## src/rtl/alu_execute_stage_pkg.sv

```systemverilog
// -----------------------------------------------------------------------------
// alu_execute_stage_pkg
//   Shared definitions for the LEGv8 execute stage: datapath width default,
//   4-bit ALU control codes, ALUOp encodings and the R-type opcode values
//   found in instruction[31:21].
// -----------------------------------------------------------------------------
package alu_execute_stage_pkg;

    localparam int DEFAULT_WIDTH = 64;

    // ALU control codes driven to the ALU core.
    typedef enum logic [3:0] {
        ALU_AND   = 4'b0000,
        ALU_OR    = 4'b0001,
        ALU_ADD   = 4'b0010,
        ALU_SUB   = 4'b0110,
        ALU_PASSB = 4'b0111,
        ALU_NOR   = 4'b1100
    } alu_ctrl_e;

    // {ALUOp1, ALUOp0} encodings from the main control unit; any value with
    // ALUOp1 set selects R-type decode of the opcode field.
    localparam logic [1:0] ALUOP_MEM = 2'b00;
    localparam logic [1:0] ALUOP_CBZ = 2'b01;

    // R-type opcodes, instruction[31:21].
    localparam logic [10:0] OPC_ADD = 11'b10001011000;
    localparam logic [10:0] OPC_SUB = 11'b11001011000;
    localparam logic [10:0] OPC_AND = 11'b10001010000;
    localparam logic [10:0] OPC_ORR = 11'b10101010000;

endpackage : alu_execute_stage_pkg

```

## src/rtl/alu_core.sv

```systemverilog
// -----------------------------------------------------------------------------
// alu_core
//   Combinational WIDTH-bit ALU with zero detect. Arithmetic wraps modulo
//   2^WIDTH; there are no carry/overflow flags. Unknown codes yield 0.
// Ports:
//   operation_code  in   4       ALU control code
//   operand_a       in   WIDTH   first operand
//   operand_b       in   WIDTH   second operand
//   result          out  WIDTH   ALU result
//   zero            out  1       result == 0
// -----------------------------------------------------------------------------
module alu_core
    import alu_execute_stage_pkg::*;
#(
    parameter int WIDTH = DEFAULT_WIDTH
) (
    input  logic [3:0]       operation_code,
    input  logic [WIDTH-1:0] operand_a,
    input  logic [WIDTH-1:0] operand_b,
    output logic [WIDTH-1:0] result,
    output logic             zero
);

    always_comb begin
        result = '0;
        case (operation_code)
            ALU_AND:   result = operand_a & operand_b;
            ALU_OR:    result = operand_a | operand_b;
            ALU_ADD:   result = operand_a + operand_b;
            ALU_SUB:   result = operand_a - operand_b;
            ALU_PASSB: result = operand_b;
            ALU_NOR:   result = ~(operand_a | operand_b);
            default:   result = '0;
        endcase
    end

    assign zero = (result == '0);

endmodule : alu_core

```

## src/rtl/alu_ctrl_decode.sv

```systemverilog
// -----------------------------------------------------------------------------
// alu_ctrl_decode
//   Combinational ALU control: maps the control unit's ALUOp bits and the
//   instruction opcode field onto a 4-bit ALU operation.
// Ports:
//   alu_op            in   2   {ALUOp1, ALUOp0}
//   instruction_part  in  11   instruction[31:21]
//   operation_code    out  4   decoded ALU operation
// -----------------------------------------------------------------------------
module alu_ctrl_decode
    import alu_execute_stage_pkg::*;
(
    input  logic [1:0]  alu_op,
    input  logic [10:0] instruction_part,
    output alu_ctrl_e   operation_code
);

    always_comb begin
        // NOTE: assigning a default before any branch keeps this purely
        // combinational; a path that leaves it unassigned would infer a latch.
        operation_code = ALU_ADD;
        if (alu_op[1]) begin
            // ALUOp0 is a don't-care once ALUOp1 selects R-type decode.
            case (instruction_part)
                OPC_ADD: operation_code = ALU_ADD;
                OPC_SUB: operation_code = ALU_SUB;
                OPC_AND: operation_code = ALU_AND;
                OPC_ORR: operation_code = ALU_OR;
                default: operation_code = ALU_ADD;
            endcase
        end else if (alu_op == ALUOP_CBZ) begin
            operation_code = ALU_PASSB;
        end
        // ALUOP_MEM keeps the default add for address generation.
    end

endmodule : alu_ctrl_decode

```

## src/rtl/alu_execute_stage.sv

```systemverilog
// -----------------------------------------------------------------------------
// alu_execute_stage
//   Execute stage of a single-cycle LEGv8 datapath. Decodes the ALU
//   operation, runs the ALU, forms PC+4 and the branch target, selects the
//   next PC, and captures everything in one output register (latency 1).
//   When in_valid is low the data outputs hold and out_valid drops.
// Ports:
//   clock             in   1      rising-edge clock
//   reset             in   1      asynchronous active-low, clears outputs
//   in_valid          in   1      inputs valid this edge
//   alu_op            in   2      {ALUOp1, ALUOp0}
//   instruction_part  in   11     instruction[31:21]
//   operand_a         in   WIDTH  register data 1
//   operand_b         in   WIDTH  second operand (reg or immediate)
//   pc                in   WIDTH  current PC
//   branch_offset     in   WIDTH  sign-extended word offset
//   branch            in   1      branch instruction flag
//   out_valid         out  1      registered in_valid
//   operation_code    out  4      registered ALU operation
//   result            out  WIDTH  registered ALU result
//   zero              out  1      registered result == 0
//   pc_plus4          out  WIDTH  registered pc + 4
//   branch_target     out  WIDTH  registered pc + (branch_offset << 2)
//   next_pc           out  WIDTH  registered selected next PC
// -----------------------------------------------------------------------------
module alu_execute_stage
    import alu_execute_stage_pkg::*;
#(
    parameter int WIDTH = DEFAULT_WIDTH
) (
    input  logic             clock,
    input  logic             reset,
    input  logic             in_valid,
    input  logic [1:0]       alu_op,
    input  logic [10:0]      instruction_part,
    input  logic [WIDTH-1:0] operand_a,
    input  logic [WIDTH-1:0] operand_b,
    input  logic [WIDTH-1:0] pc,
    input  logic [WIDTH-1:0] branch_offset,
    input  logic             branch,
    output logic             out_valid,
    output logic [3:0]       operation_code,
    output logic [WIDTH-1:0] result,
    output logic             zero,
    output logic [WIDTH-1:0] pc_plus4,
    output logic [WIDTH-1:0] branch_target,
    output logic [WIDTH-1:0] next_pc
);

    alu_ctrl_e        op_d;
    logic [WIDTH-1:0] result_d;
    logic             zero_d;
    logic [WIDTH-1:0] pc_plus4_d;
    logic [WIDTH-1:0] branch_target_d;
    logic [WIDTH-1:0] next_pc_d;

    alu_ctrl_decode u_decode (
        .alu_op           (alu_op),
        .instruction_part (instruction_part),
        .operation_code   (op_d)
    );

    alu_core #(.WIDTH(WIDTH)) u_core (
        .operation_code (op_d),
        .operand_a      (operand_a),
        .operand_b      (operand_b),
        .result         (result_d),
        .zero           (zero_d)
    );

    // Word offset shifted to a byte offset; the two MSBs fall off the top.
    logic [1:0] unused_offset_msbs;
    assign unused_offset_msbs = branch_offset[WIDTH-1:WIDTH-2];

    assign pc_plus4_d      = pc + WIDTH'(4);
    assign branch_target_d = pc + {branch_offset[WIDTH-3:0], 2'b00};
    // Branch decision uses this cycle's ALU zero, not the registered one.
    assign next_pc_d       = (branch && zero_d) ? branch_target_d : pc_plus4_d;

    // NOTE: state is updated with non-blocking assignments so every register
    // samples the pre-edge values, independent of statement order.
    always_ff @(posedge clock or negedge reset) begin
        if (!reset) begin
            out_valid      <= 1'b0;
            operation_code <= '0;
            result         <= '0;
            zero           <= 1'b0;
            pc_plus4       <= '0;
            branch_target  <= '0;
            next_pc        <= '0;
        end else begin
            out_valid <= in_valid;
            if (in_valid) begin
                operation_code <= op_d;
                result         <= result_d;
                zero           <= zero_d;
                pc_plus4       <= pc_plus4_d;
                branch_target  <= branch_target_d;
                next_pc        <= next_pc_d;
            end
        end
    end

endmodule : alu_execute_stage

```

## config.mk

```make
export PLATFORM = sky130hd
export DESIGN_NAME = alu_execute_stage
export DESIGN_NICKNAME = d
export VERILOG_FILES = /design/src/rtl/alu_execute_stage_pkg.sv /design/src/rtl/alu_core.sv /design/src/rtl/alu_ctrl_decode.sv /design/src/rtl/alu_execute_stage.sv
export SDC_FILE = /design/constraint.sdc
export NUM_CORES = 1
export LEC_CHECK = 0
export BUFFER_PORTS_ARGS = -buffer_cell sky130_fd_sc_hd__buf_2
export CAP_MARGIN = 40
export CORE_MARGIN = 2
export CORE_UTILIZATION = 45
export CTS_BUF_LIST = sky130_fd_sc_hd__clkbuf_2 sky130_fd_sc_hd__clkbuf_4 sky130_fd_sc_hd__clkbuf_8
export CTS_CLUSTER_SIZE = 8
export DETAILED_ROUTE_END_ITERATION = 6
export GPL_ROUTABILITY_DRIVEN = 1
export PLACE_DENSITY_LB_ADDON = 0.25
export SYNTH_ARGS = -nofsm -noshare
export SYNTH_HDL_FRONTEND = slang
export SYNTH_HIERARCHICAL = 1
export SYNTH_SLANG_ARGS = --single-unit
export TNS_END_PERCENT = 30
```

## constraint.sdc

```tcl
create_clock -name clock -period 1.4 [get_ports clock]
set_input_delay 0.14 -clock clock [delete_from_list [all_inputs] [get_ports clock]]
set_output_delay 0.14 -clock clock [all_outputs]
set_load 0.05 [all_outputs]
```

* Word-level counts from Yosys, hierarchy flattened
Cells that the tools add are included.
** Storage, ports and cells
- Flip-flop bits (word level) :: 262
- Bits in latches :: 0
- Bits in writable memories :: 0
- Bits in read-only memories :: 0
- Bits of input ports :: 273
- Output and inout port bits :: 262
- Logic and storage cells :: 31
- Memories :: 0
** Operators by class
- Add/sub/neg operators :: 4
- $mul :: 0
- Div/mod/pow operators :: 0
- $lt $le $gt $ge :: 0
- Equal/unequal tests :: 9
- Shift operators :: 0
- Muxes and demuxes :: 5
- Bitwise operators :: 3
- Reductions and logical operators :: 3
** Operator list (number)
- 64-bit one-hot mux with 6 select lines :: 1
- 64-bit adder :: 2
- 64-bit by 3-bit adder with 64-bit output, second input constant :: 1
- 64-bit AND :: 1
- 64-bit zero test :: 1
- 64-bit 2-to-1 mux :: 1
- 64-bit NOT :: 1
- 64-bit OR :: 1
- 64-bit subtractor :: 1
- 11-bit == test, second input constant :: 3
- 3-bit one-hot mux with 3 select lines :: 1
- 4-bit by 3-bit == test with 1-bit output, second input constant :: 2
- 4-bit by 1-bit == test with 1-bit output, second input constant :: 1
- 4-bit by 2-bit == test with 1-bit output, second input constant :: 1
- 4-bit == test, second input constant :: 1
- 4-bit zero test :: 1
- 4-bit 2-to-1 mux :: 1
- 3-bit 2-to-1 mux :: 1
- 2-bit by 1-bit == test with 1-bit output, second input constant :: 1
- 1-bit logical AND :: 1

* Longest topological paths before layout
- Word-level depth :: 8
- Mapped depth :: 35
- Gate-level depth less buffers :: 35

* Hierarchy
Netlist, hierarchy kept.
** By module, submodules not included
- alu_execute_stage :: times used 1, cells an instance 1512, area an instance 14591.5 sq um, seq. area each 6456.2 sq um
- alu_core :: times used 1, cells an instance 1238, area an instance 7991.4 sq um, seq. area each 0.0 sq um
- alu_ctrl_decode :: times used 1, cells an instance 13, area an instance 81.3 sq um, seq. area each 0.0 sq um

* Worst setup path before layout
OpenSTA, ideal clock, no wires.
- Path type :: input to register
- From :: in instruction_part[7]
- To :: reg next_pc[19]
- Library setup time :: 0.072 ns
- Data arrival time :: 7.595 ns
- Required time :: 1.328 ns
- Path slack :: -6.267 ns
- Cell stages on the path :: 33
- Buffers on the path :: 10
- Cell sequence :: and4b_1 > nand3_1 > o21ai_1 > buf_2 > buf_1 > clkbuf_1 > clkbuf_1 > buf_1 > buf_1 > nand2_1 > clkbuf_1 > nand2_1 > o21ai_0 > fa_1 > nand2b_1 > a211o_1 > a22o_1 > nor4b_1 > o21ai_1 > o21bai_2 > a21boi_1 > xor2_1 > o21ai_1 > or4_1 > or3_1 > or4_1 > nor4_2 > and2_1 > clkbuf_1 > clkbuf_1 > buf_1 > a21oi_1 > nor2_1
** Between the ends
- Longest elaborated chain between the ends :: 8
- Elaborated cells on any way between the ends :: 15
- Classes of those cells :: eq/ne (8); mux (4); reduce/logical (3)
** RTL lines
- start, declared :: line alu_execute_stage.sv:35 : input logic [10:0] instruction_part,
- 11-bit == test :: line alu_ctrl_decode.sv:24 : case (instruction_part)
- 3-bit one-hot mux with 3 select lines * :: line alu_ctrl_decode.sv:24
- 4-bit 2-to-1 mux * :: line alu_ctrl_decode.sv:22 : if (alu_op[1]) begin
- net op_d[2] :: line alu_execute_stage.sv:50 : alu_ctrl_e op_d;
- 4-bit == test (tied with other cells) :: line alu_core.sv:26 : case (operation_code)
- 64-bit one-hot mux with 6 select lines * :: line alu_core.sv:26
- net result_d[58] :: line alu_execute_stage.sv:51 : logic [WIDTH-1:0] result_d;
- 64-bit zero test * :: line alu_core.sv:37 : assign zero = (result == '0);
- net zero_d :: line alu_execute_stage.sv:52 : logic zero_d;
- 1-bit logical AND * :: line alu_execute_stage.sv:78 : assign next_pc_d = (branch && zero_d) ? branch_target_d : pc_plus4_d;
- 64-bit 2-to-1 mux * :: line alu_execute_stage.sv:78
- end signal, assigned :: line alu_execute_stage.sv:99 : next_pc <= next_pc_d;
- end, declared :: line alu_execute_stage.sv:47 : output logic [WIDTH-1:0] next_pc
The timed path passes the listed nets; every way through them passes the cells marked *.
A chain may end at the register's enable or synchronous reset.

* Final worst setup path
- From :: in operand_b[10]
- To :: reg next_pc[51]
** Between the ends
- Elaborated cells on any way between the ends :: 9
- Classes of those cells :: add/sub (2); mux (2); bitwise (3); reduce/logical (2)
** RTL lines
- start, declared :: line alu_execute_stage.sv:37 : input logic [WIDTH-1:0] operand_b,
- 64-bit subtractor / 64-bit adder (equally long branches) :: line alu_core.sv:30, alu_core.sv:29
- 64-bit one-hot mux with 6 select lines * :: line alu_core.sv:26
- net result_d[30] :: line alu_execute_stage.sv:51
- 64-bit zero test * :: line alu_core.sv:37
- net zero_d :: line alu_execute_stage.sv:52
- 1-bit logical AND * :: line alu_execute_stage.sv:78
- 64-bit 2-to-1 mux * :: line alu_execute_stage.sv:78
Marks and branches as above.

==> impl_metrics.toml <==
[pwr]
power_uw = 36900
comb_power_share_pct = 52.2
intPower_uw = 20700
seq_power_share_pct = 25.5
vdd_drop_max_uv = 1220
switchingPower_uw = 16200
swShare_pct = 43.9
powerDensity_nw_per_um2 = 1010
leakage_uw = 0.0175
clockPowerShare_pct = 22.3

[route]
ant_nets = 0
vias_per_cell = 5.84
drtIter0Drc = 2797
drc = 1
wl_um = 111000
wl_per_cell_um = 22.4
num_vias = 28900
dr.pass1.iters = 7

[floorplan]
io_pins = 535
num_rows = 82
die_h_um = 228
die_w_um = 228
die-area_um2 = 52200
core_um2 = 50000
start_util_pct = 45.4

[cts]
root_buffer = "clkbuf_8"
cts_buffers = 47
clock_sinks = 258
clkLatencyLatePin_ns = 0.64
htreeDepth = 2
cts_buffer_depth = 3
cts_tree = "yes"
clk_pin_slew_ns = 0.06

[logic_synthesis]
seq_area_frac_synth_pct = 28.5
synth_async_sr_flop_share_pct = 100
netlist_area_um2 = 22700
synth-main-ff-cell = "dfrtp_1"
synthAdderAreaFrac_pct = 9.76
yosys_warnings = 6
synth_edf_count = 0
synthSimpleGateAreaFrac_pct = 17.9
synth-compound-area-share_pct = 23.8
syn_nets = 3166
synthesis.instances = 2763
synth.distinct_cells = 95
avgSynthCellArea_um2 = 8.20
synth-xor-area-share_pct = 9.24
synth_top_family_by_area = "compound AO/OA/AOI/OAI gates"
synthMuxAreaShare_pct = 6.96
synth_seq_cells = 258

[status]
violations = "design-rule violations, max-slew violations, negative setup slack"
status = "finished with violations"

[timing]
period_needed_ns = 6.44
max_freq_ghz = 0.155
rsz0062_at_grt = "true"
tightest_slew_ns = 2.66
finalSetupViolations = 395
post-route-period-util_pct = 460
finalWorstSetupSlack_ns = -5.04
slew_headroom_pct = -77.6
setup_tns_ns = -540.01
drv_slew = 59
fin_skew_ns = 0
finalHoldViolations = 0

[placed_design]
placedCellCount = 4784
gp_congestion = 1.04
numPortBuffers = 532
place_hpwl_um = 87800

[cells_and_area]
fin_cells = 4949
drive_gt1_share_pct = 48.7
n_fill_cell = 3822
fin_nets = 4632
area_growth_pct = 61.1

[global_route]
track_usage_pct = 40.9
grt_pass1_vias = 28900
grt_overflow = 0
grt_max_degree = 60
grt_pass1_wl_um = 167000
antenna_found_initial = 11

[setup_path]
worst-path-max-fanout = 11
path_class = "in -> reg"
worst_path_most_repeated_cell = "buf_4"
cp.arrival_ns = 6.93
cp_slowest_cell = "or4_4"
endpoint_kind = "register"
critPathMaxStageDelay_ns = 0.55
startpoint_type = "input pin"
required_ns = 1.89

[min_path]
hp-class = "in -> reg"

[flow_run]
max_cap_viol_count = 0
synth_stat cells, types with 29 or more instances:
library cell / instances / area (um^2)
ha_1: 128 / 1600
a21o_1: 56 / 420
maj3_1: 57 / 571
xor2_1: 113 / 990
nor2_1: 299 / 1120
inv_1: 46 / 173
nand2_1: 257 / 965
o31ai_1: 69 / 518
o21ai_0: 147 / 736
nor3_1: 39 / 195
dfrtp_1: 258 / 6460
clkbuf_1: 127 / 477
a21oi_1: 328 / 1640
and3_1: 29 / 181
nand4_1: 47 / 294
mux2_2: 133 / 1500
xnor2_1: 126 / 1100
a22oi_1: 52 / 390
nand3_1: 41 / 205
per-stage QoR:
step / hold slack [ns] / area (um^2) / utilization, % / setup WS, ns
floorplan: -0.156 / 23000 / - / -5.37
global route: 0.000325 / 36500 / 73.0 / -5.27
finish: 0.00523 / 36500 / 73.1 / -5.04
detailed placement: 0.0651 / 33400 / 66.9 / -6.36
global placement: 0.0647 / 33400 / 66.9 / -6.23
CTS: -0.163 / 36100 / 72.2 / -4.78
power by group through the flow:
stage / Clock (uW) / Combinational [uW] / Sequential [uW]
final: 8240 / 19300 / 9400
after global routing: 8640 / 20200 / 9490
after CTS: 8290 / 18700 / 9360
after detailed placement: 0 / 17800 / 9460
after global placement: 0 / 17700 / 9420
after floorplan: 0 / 5910 / 13400
path summary, 6_finish.rpt:
| check | end | from | cells past startpoint | slack [ns] |
|---|---|---|---|---|
| worst max-delay path | next_pc[51]$_DFFE_PN0P_ | operand_b[10] | 33 | -5.04 |
| worst min-delay path | next_pc[49]$_DFFE_PN0P_ | in_valid | 3 | 0.005 |
| worst max register to register | next_pc[42]$_DFFE_PN0P_ | next_pc[42]$_DFFE_PN0P_ | 3 | 0.17 |
| worst min register to register | next_pc[53]$_DFFE_PN0P_ | next_pc[53]$_DFFE_PN0P_ | 2 | 0.49 |
| max in group asynchronous | branch_target[27]$_DFFE_PN0P_ | reset | 3 | 0.16 |
| min in group asynchronous | next_pc[37]$_DFFE_PN0P_ | reset | 3 | 0.19 |
layer usage:
metal | GRT usage [%] | wire length (um)
met5 | 0 | 27
met4 | 19.8 | 6310
met3 | 8.40 | 9300
met2 | 67.7 | 51000
met1 | 50.9 | 44200
worst max-delay path, delay by kind of cell:
| family | cells | cell delay (ns) |
|---|---|---|
| compound gates | 4 | 0.85 |
| xor+xnor | 1 | 0.13 |
| fa+ha+maj | 1 | 0.31 |
| buf+inv | 9 | 1.28 |
| mux | 1 | 0.15 |
| simple gates | 17 | 4.07 |
area by class of cell:
type	instances	area (um^2)	share of cell area, %
well taps	672	841	2.30
repair buffers	1589	11100	30.5
diodes	10	25.0	0.0685
flip-flops and latches	258	6460	17.7
clock buffers	75	970	2.66
clock inverters	12	106	0.291
inverters	47	176	0.483
multi-input cells	2286	16800	46.0
registers in the layout, indices dropped and copies added (netlist names):
name	flops
zero	1
out_valid	1
operation_code	4
result	64
next_pc	62
branch_target	62
pc_plus4	64
placed cells by master, fill, tap and decap left out, types with 46 or more instances in the layout:
master      n
clkbuf_8   65
nand4_1    47
a21oi_2    60
xor2_1    107
a21o_1     56
a21oi_1   266
ha_1      126
xnor2_1   114
buf_4     995
inv_1      46
maj3_1     57
dfrtp_1   258
a22oi_1    51
o31ai_1    64
o21ai_0    96
nor2_1    272
nand2_1   242
buf_2     527
mux2_2    128
cell families (layout without fill, tap and decap cells):
| kind of cell | Yosys count | after routing |
|---|---|---|
| and+or+nand+nor | 861 | 861 |
| buffers and inverters | 219 | 1723 |
| xor gates and xnor gates | 239 | 239 |
| adders and majority gates | 187 | 187 |
| muxes | 141 | 141 |
| other | 1 | 11 |
| AOI/OAI and AO/OA | 857 | 857 |
| DFF | 258 | 258 |
what timing repair did:
action                                  in CTS  in global routing
gates cloned                                 3                  0
hold buffers                                11                  1
pin swaps                                  104                 34
buffers inserted                            46                  9
endpoints found under the hold margin      272                  3
endpoints found under the setup margin     475                486
gates resized for setup                    255                 80
Note: power is estimated with default switching activity, not from simulation.
